`config.mk`:
```
export PLATFORM = sky130hd
export DESIGN_NAME = temp_bcd
export DESIGN_NICKNAME = d
export VERILOG_FILES = /design/src/rtl/temp_bcd.sv
export SDC_FILE = /design/constraint.sdc
export NUM_CORES = 1
export LEC_CHECK = 0
export BUFFER_PORTS_ARGS = -buffer_cell sky130_fd_sc_hd__buf_4
export CORE_MARGIN = 5
export CORE_UTILIZATION = 30
export DETAILED_ROUTE_END_ITERATION = 8
export PLACE_DENSITY = 0.57
export SYNTH_ARGS = -nofsm -noshare
export SYNTH_HDL_FRONTEND = slang
export SYNTH_SLANG_ARGS = --single-unit
```
`constraint.sdc`:
```
create_clock -name clk -period 2.21 [get_ports clk]
set_clock_uncertainty 0.2 [all_clocks]
set_input_delay 0.3315 -clock clk [delete_from_list [all_inputs] [get_ports clk]]
set_output_delay 0.3315 -clock clk [all_outputs]
set_load 0.01 [all_outputs]
```
`src/rtl/temp_bcd.sv`:
```
// Temperature magnitude to seven-digit packed BCD converter using a serial double-dabble.
// A conversion runs on reset release (INIT_CONV), on an input change, or on a start request.
module temp_bcd #(
  parameter bit INIT_CONV = 1'b1
) (
  input  logic        clk,
  input  logic        rst_n,
  input  logic [24:0] temp_data,
  input  logic        sign,
  input  logic        start,
  output logic [27:0] bcd,
  output logic        sign_out,
  output logic        ovf,
  output logic        busy,
  output logic        bcd_valid
);

  localparam logic [1:0] IDLE  = 2'b00;
  localparam logic [1:0] SHIFT = 2'b01;
  localparam logic [1:0] DONE  = 2'b10;

  localparam logic [24:0] MAX_DEC = 25'd9999999;
  localparam logic [4:0]  LAST_ITER = 5'd24;

  logic [1:0]  state_q,    state_d;
  logic [25:0] snap_q,     snap_d;
  logic [27:0] acc_q,      acc_d;
  logic [24:0] bin_q,      bin_d;
  logic [4:0]  cnt_q,      cnt_d;
  logic        of_q,       of_d;
  logic        pend_q,     pend_d;
  logic [27:0] bcd_q,      bcd_d;
  logic        sign_out_q, sign_out_d;
  logic        ovf_q,      ovf_d;
  logic        valid_q,    valid_d;

  logic [27:0] acc_adj;
  logic        trigger;

  always_comb begin
    acc_adj = acc_q;
    for (int i = 0; i < 7; i++) begin
      if (acc_q[4*i +: 4] >= 4'd5) begin
        acc_adj[4*i +: 4] = acc_q[4*i +: 4] + 4'd3;
      end
    end
  end

  // The snapshot holds the last input that was converted; any difference re-triggers.
  assign trigger = start || ({sign, temp_data} != snap_q) || pend_q;

  always_comb begin
    state_d    = state_q;
    snap_d     = snap_q;
    acc_d      = acc_q;
    bin_d      = bin_q;
    cnt_d      = cnt_q;
    of_d       = of_q;
    pend_d     = pend_q;
    bcd_d      = bcd_q;
    sign_out_d = sign_out_q;
    ovf_d      = ovf_q;
    valid_d    = 1'b0;

    case (state_q)
      IDLE: begin
        if (trigger) begin
          snap_d  = {sign, temp_data};
          acc_d   = 28'd0;
          bin_d   = temp_data;
          cnt_d   = 5'd0;
          of_d    = (temp_data > MAX_DEC);
          pend_d  = 1'b0;
          state_d = SHIFT;
        end
      end
      SHIFT: begin
        acc_d = {acc_adj[26:0], bin_q[24]};
        bin_d = {bin_q[23:0], 1'b0};
        cnt_d = cnt_q + 5'd1;
        if (cnt_q == LAST_ITER) begin
          state_d = DONE;
        end
      end
      DONE: begin
        bcd_d      = of_q ? 28'h9999999 : acc_q;
        sign_out_d = snap_q[25];
        ovf_d      = of_q;
        valid_d    = 1'b1;
        state_d    = IDLE;
      end
      default: begin
        state_d = IDLE;
      end
    endcase
  end

  always_ff @(posedge clk) begin
    if (rst_n) begin
      state_q    <= IDLE;
      snap_q     <= 26'd0;
      acc_q      <= 28'd0;
      bin_q      <= 25'd0;
      cnt_q      <= 5'd0;
      of_q       <= 1'b0;
      pend_q     <= INIT_CONV;
      bcd_q      <= 28'd0;
      sign_out_q <= 1'b0;
      ovf_q      <= 1'b0;
      valid_q    <= 1'b0;
    end else begin
      state_q    <= state_d;
      snap_q     <= snap_d;
      acc_q      <= acc_d;
      bin_q      <= bin_d;
      cnt_q      <= cnt_d;
      of_q       <= of_d;
      pend_q     <= pend_d;
      bcd_q      <= bcd_d;
      sign_out_q <= sign_out_d;
      ovf_q      <= ovf_d;
      valid_q    <= valid_d;
    end
  end

  assign bcd       = bcd_q;
  assign sign_out  = sign_out_q;
  assign ovf       = ovf_q;
  assign bcd_valid = valid_q;
  assign busy      = (state_q == SHIFT) || (state_q == DONE);

endmodule

```
Word level (Yosys, flattened, before mapping)
Cells that the tools add are included.
- register bits after elaboration: 119
- input bits: 29
- add/sub/neg operators: 8
- order comparisons: 8
- eq/ne operators: 6
- multiplexer cells: 18
- reductions and logical operators: 8
- operators with widths (cell ; count):
    2-to-1 mux 28 bit ; 2
    one-hot mux 28 bit (2 select lines) ; 1
    one-hot mux 25 bit (2 select lines) ; 1
    >= comparator 4 x 3 -> 1 bit (second input constant) ; 7
    != test 26 bit ; 1
    greater-than comparator 25 x 24 -> 1 bit (second input constant) ; 1
    2-to-1 mux 25 bit ; 1
    adder 4 x 2 -> 4 bit (second input constant) ; 6
    2-to-1 mux 4 bit ; 6
    one-hot mux 5 bit (2 select lines) ; 1
    AND reduction 2 bit ; 3
    adder 5 x 1 -> 5 bit (second input constant) ; 1
    == test 5 bit (second input constant) ; 1
    2-to-1 mux 5 bit ; 1
    2-to-1 mux 2 bit ; 2
    != test 2 bit (second input constant) ; 2
    one-hot mux 2 bit (2 select lines) ; 1
    adder 3 x 2 -> 3 bit (second input constant) ; 1
    logical OR 1 bit ; 3
    2-to-1 mux 3 bit ; 1
    == test 2 x 1 -> 1 bit (second input constant) ; 1
    == test 2 bit (second input constant) ; 1
    logical NOT 2 bit ; 1
    nonzero test 2 bit ; 1
    2-to-1 mux 1 bit ; 1

Logic depth before layout (Yosys ltp)
- word-level depth: 5
- gate-level depth with buffers: 8

Worst setup path after synthesis
OpenSTA, ideal clock, no wires.
- kind: input -> register
- start: input port temp_data[11]
- end: register snap_q[10]
- setup time: 0.128 ns
- data arrival time: 1.933 ns
- required time: 1.882 ns
- setup slack: -0.051 ns
- stages: 8
- path buffers: 2
- path through: xor2_1 > a2111o_1 > nor4_4 > a31o_2 > buf_4 > buf_8 > mux2i_1 > nor2_1
- longest elaborated chain between the ends: 4
- ends and longest elaborated chain (element ; RTL line ; text):
    start: declaration ; 8 ; input logic [24:0] temp_data,
    != test 26 bit ; 50 ; assign trigger = start || ({sign, temp_data} != snap_q) || pend_q;
    logical OR 1 bit (2 in series) ; 50 ;
    AND reduction 2 bit (no line) ; - ;
    end signal: assignment ; 113 ; snap_q <= snap_d;
    end: declaration ; 26 ; logic [25:0] snap_q, snap_d;
Every way passes these cells.
A chain may end at the register's enable or synchronous reset.

Worst setup path after layout
- start: register snap_q[11]
- end: register acc_q[11]
- longest elaborated chain between the ends: 5
- ends and longest elaborated chain (element ; RTL line ; text):
    != test 26 bit ; 50 ;
    logical OR 1 bit (2 in series) ; 50 ;
    != test 2 bit (no line) ; - ;
    AND reduction 2 bit (no line) ; - ;
    end signal: assignment ; 102 ; acc_q <= 28'd0;
    end signal: assignment ; 114 ; acc_q <= acc_d;
    end: declaration ; 27 ; logic [27:0] acc_q, acc_d;
Every way passes these cells.

==> Flow_metrics.wiki <==
{| class="wikitable"
! Metric !! Value
|-
| Number of hold violations in the final report || 0
|-
| Cell total after placement || 933
|-
| DR WL met2 || 6680 µm
|-
| Yosys Warn Count || 0
|-
| Layout net count || 778
|-
| Leakage || 3.12 nW
|-
| Worst setup slack for register-to-register paths || -0.009 ns
|-
| CTS Root Cell || clkbuf_16
|-
| Total negative setup slack || -0.0162 ns
|-
| Achievable clock frequency || 451 MHz
|-
| Number of antenna violations at the first check in global routing || 0
|-
| Worst endpoint data arrival time || 2.29 ns
|-
| Global Route Usage Sum || 0.136
|-
| Clock period minus final worst setup slack || 2.22 ns
|-
| Reg clk slew, reported paths || 0.06 ns
|-
| Hold path startpoint || temp_data[18]
|-
| Pin count of the biggest net entering global routing || 49
|-
| Routability Congestion || 0.771
|-
| ANT nets after route || 0
|-
| Topmost layer with routed signal wires || met4
|-
| Number of cells on the worst reg-to-reg path || 9
|-
| Buffers on Ports || 60
|-
| TritonCTS clock tree || done
|-
| Via density || 4.84
|-
| TritonCTS buffer count || 17
|-
| Total met3 wirelength after detailed routing || 579 µm
|-
| Count of cell types in the netlist || 44
|-
| Clock Sink Count || 119
|-
| Die Span X || 148 µm
|-
| Floorplan die area || 21,800 µm²
|-
| I/O Pins || 61
|-
| P_int || 0.00590 W
|-
| Switching power as a share of total power || 0.306
|-
| Violated checks || setup timing
|-
| Routed len/inst || 14.9 µm
|-
| Normalized max-slew margin || 0.618
|-
| Synth area leader || dfxtp_1
|-
| Startpoint kind of the worst setup timing path || register
|-
| Largest buffer count on any clock path || 2
|-
| Final setup violation count || 2
|-
| Final core occ || 0.416
|-
| Total vias in the final route || 4,732
|-
| Total length of routed wires || 14,600 µm
|-
| Highest-count cells in the layout ignoring fill and taps || 113 x dfxtp_1, 100 x buf_4, 76 x nor2_1
|-
| Count of unresolved DRC violations after routing || 0
|-
| Top area cells in the synthesized netlist || dfxtp_1 42%, mux2i_1 9.9%, nor2_1 6.0%, a211oi_2 4.4%, ha_1 4.2%
|-
| Mapped cell area || 5680 µm²
|-
| Syn Inst Count || 624
|-
| Combinational fraction of design power || 0.327
|-
| Chip Height || 148 µm
|-
| Overall power of the completed layout || 0.00851 W
|-
| Sequential cell fraction of total power || 0.320
|-
| Number of optimization iterations in the first detailed-route pass || 4
|-
| Most frequent standard cell in the layout excluding fill and tap cells || dfxtp_1
|-
| Post-synthesis async set-or-reset flop share || 0
|-
| Crit path capture type || register
|-
| Avg Synthesized Cell Area || 9.11 µm²
|-
| Largest fanout on the critical path || 13
|-
| GRT overflow || 0
|-
| Power spent charging and discharging nets || 0.00260 W
|-
| Worst IR drop on VDD || 724 µV
|-
| Clock network power share || 0.353
|-
| Worst endpoint required time || 2.28 ns
|-
| DPL Wire Length || 9520 µm
|-
| Power density over the cells || 1090 nW/µm²
|-
| Number of max-cap violations || 0
|-
| Number of DRC violations after detailed-routing iteration 0 || 221
|-
| End point of the most critical hold path || snap_q[18]
|-
| Number of cells on the worst hold path || 3
|-
| Startpoint of the most critical register-to-register path || snap_q[11]
|-
| Slew Viols, Final || 0
|-
| Effective utilization at floorplan || 0.304
|-
| Share of the synthesized area in the top cell type || 0.419
|-
| Number of register bits inferred by synthesis || 119
|-
| Flip-flop cell with the highest count after synthesis || dfxtp_1
|-
| Final worst path period share || 1.00
|-
| Area of the placeable core || 18,700 µm²
|-
| Post-Place Worst Slack || -0.178 ns
|-
| Clock latency on the worst-skew pair || 0.42 ns
|-
| Wire length of the first global-routing pass || 24,000 µm
|-
| Synth Net Count || 672
|-
| Setup repair after global routing missed its margin || true
|-
| Antenna diodes || 0
|-
| Worst min-delay path category || in -> reg
|-
| Number of standard-cell rows in the floorplan || 50
|-
| Area Overhead vs Synth || 36.9%
|-
| Outcome || finished with violations
|-
| Seq/Total Area, Yosys || 0.419
|-
| Depth of the CTS H-tree || 4
|-
| Routed metal-1 wirelength || 7180 µm
|-
| Share of layout cells above drive strength 1 || 0.289
|-
| Worst setup path start || snap_q[11]
|-
| Category of the critical setup timing path || reg -> reg
|-
| Endpoint of the most critical register-to-register path || acc_q[11]
|-
| Post-synth EDFFs || 0
|-
| Number of non-filler instances in the completed layout || 977
|-
| Number of global-route vias before repair || 4,667
|-
| Minimum setup slack in the final design || -0.00883 ns
|-
| Actual transition at the worst max-transition pin || 0.573 ns
|}
-- cells in the mapped netlist, types with 2 or more instances --
master     instances
and3_1             2
dfxtp_1          119
nand4_1            4
mux2i_1           56
a21o_1             6
buf_8              2
a2bb2oi_1          5
nor2_1            91
nand3_1           16
nor2b_1           17
xor2_1             5
xnor2_1           27
o21ai_0           12
a31oi_1            8
buf_6              4
clkbuf_1          28
o22ai_1           16
nand2b_1          31
a211oi_1           7
ha_1              19
a211oi_2          20
inv_1             29
o2111ai_1          4
a21oi_1           45
nor3_1            13
nand2_1           20
-- cells by family (layout without fill, tap and decap cells) --
logic type | count (synthesis) | after routing | synth area share
AOI/OAI and AO/OA | 134 | 134 | 0.171
DFF | 119 | 119 | 0.419
muxes | 56 | 56 | 0.0986
and+or+nand+nor | 198 | 198 | 0.167
adders and majority gates | 19 | 19 | 0.0418
buffers and inverters | 66 | 185 | 0.0537
xor gates and xnor gates | 32 | 32 | 0.0493
-- registers in the layout, summed over array words and instances (netlist names) --
name       flops
bcd           28
acc_q         28
bcd_valid      1
of_q           1
state_q        2
pend_q         1
snap_q        26
sign_out       1
bin_q         25
ovf            1
cnt_q          5
-- layout make-up --
| cell class | instances | area [µm²] |
|---|---|---|
| inverters | 29 | 109 |
| clock buffers | 19 | 433 |
| multi-input cells | 439 | 3220 |
| clock inverters | 13 | 204 |
| well taps | 234 | 293 |
| flip-flops and latches | 119 | 2390 |
| repair buffers | 124 | 1130 |
| fillers | 1830 | 10900 |
-- worst max-delay path, cell delays in order (launching register included) --
cell	delay, ns
dfxtp_2	0.32
xor2_1	0.16
a2111o_1	0.38
nor4_4	0.14
buf_4	0.18
buf_4	0.12
a31oi_1	0.13
buf_12	0.19
a31oi_1	0.17
a21oi_1	0.08
-- repair_timing --
item / 4_1_cts / 5_1_grt
buffers inserted: 0 / 2
pin swaps: 2 / 6
hold endpoints to repair: 7 / 1
setup endpoints to repair: 38 / 80
hold buffers: 7 / 1
cloned: 1 / 2
resized for setup: 4 / 51
-- through the flow --
| step | hold slack [ns] | area [µm²] |
|---|---|---|
| floorplan | 0.228 | 5690 |
| global placement | 0.254 | 6740 |
| detailed placement | 0.257 | 6740 |
| CTS | 0.000411 | 7500 |
| global route | 0.0492 | 7780 |
| finish | 0.00912 | 7780 |
-- power by group through the flow --
stage               sequential (W)  clock (W)  combinational, W
floorplan                  0.00269          0           0.00165
global placement           0.00272          0           0.00239
detailed placement         0.00273          0           0.00241
CTS                        0.00269    0.00307           0.00253
global route               0.00277    0.00318           0.00300
finish                     0.00272    0.00301           0.00278
-- layer usage --
| layer | global-route usage | vias to the layer above |
|---|---|---|
| met3 | 0.0399 | 15 |
| met5 | 0 | - |
| met2 | 0.219 | 75 |
| li1 | - | 2388 |
| met4 | 0.0359 | 0 |
| met1 | 0.178 | 2254 |
-- worst max path at each step --
stage | end | cells after the start
2_1_floorplan | snap_q[10] | 8
3_5_place_dp | acc_q[5] | 10
5_1_grt | cnt_q[4] | 9
4_1_cts | acc_q[1] | 9
3_3_place_gp | acc_q[1] | 10
6_report | acc_q[11] | 9
No activity file was read; power rests on OpenSTA's default activity.
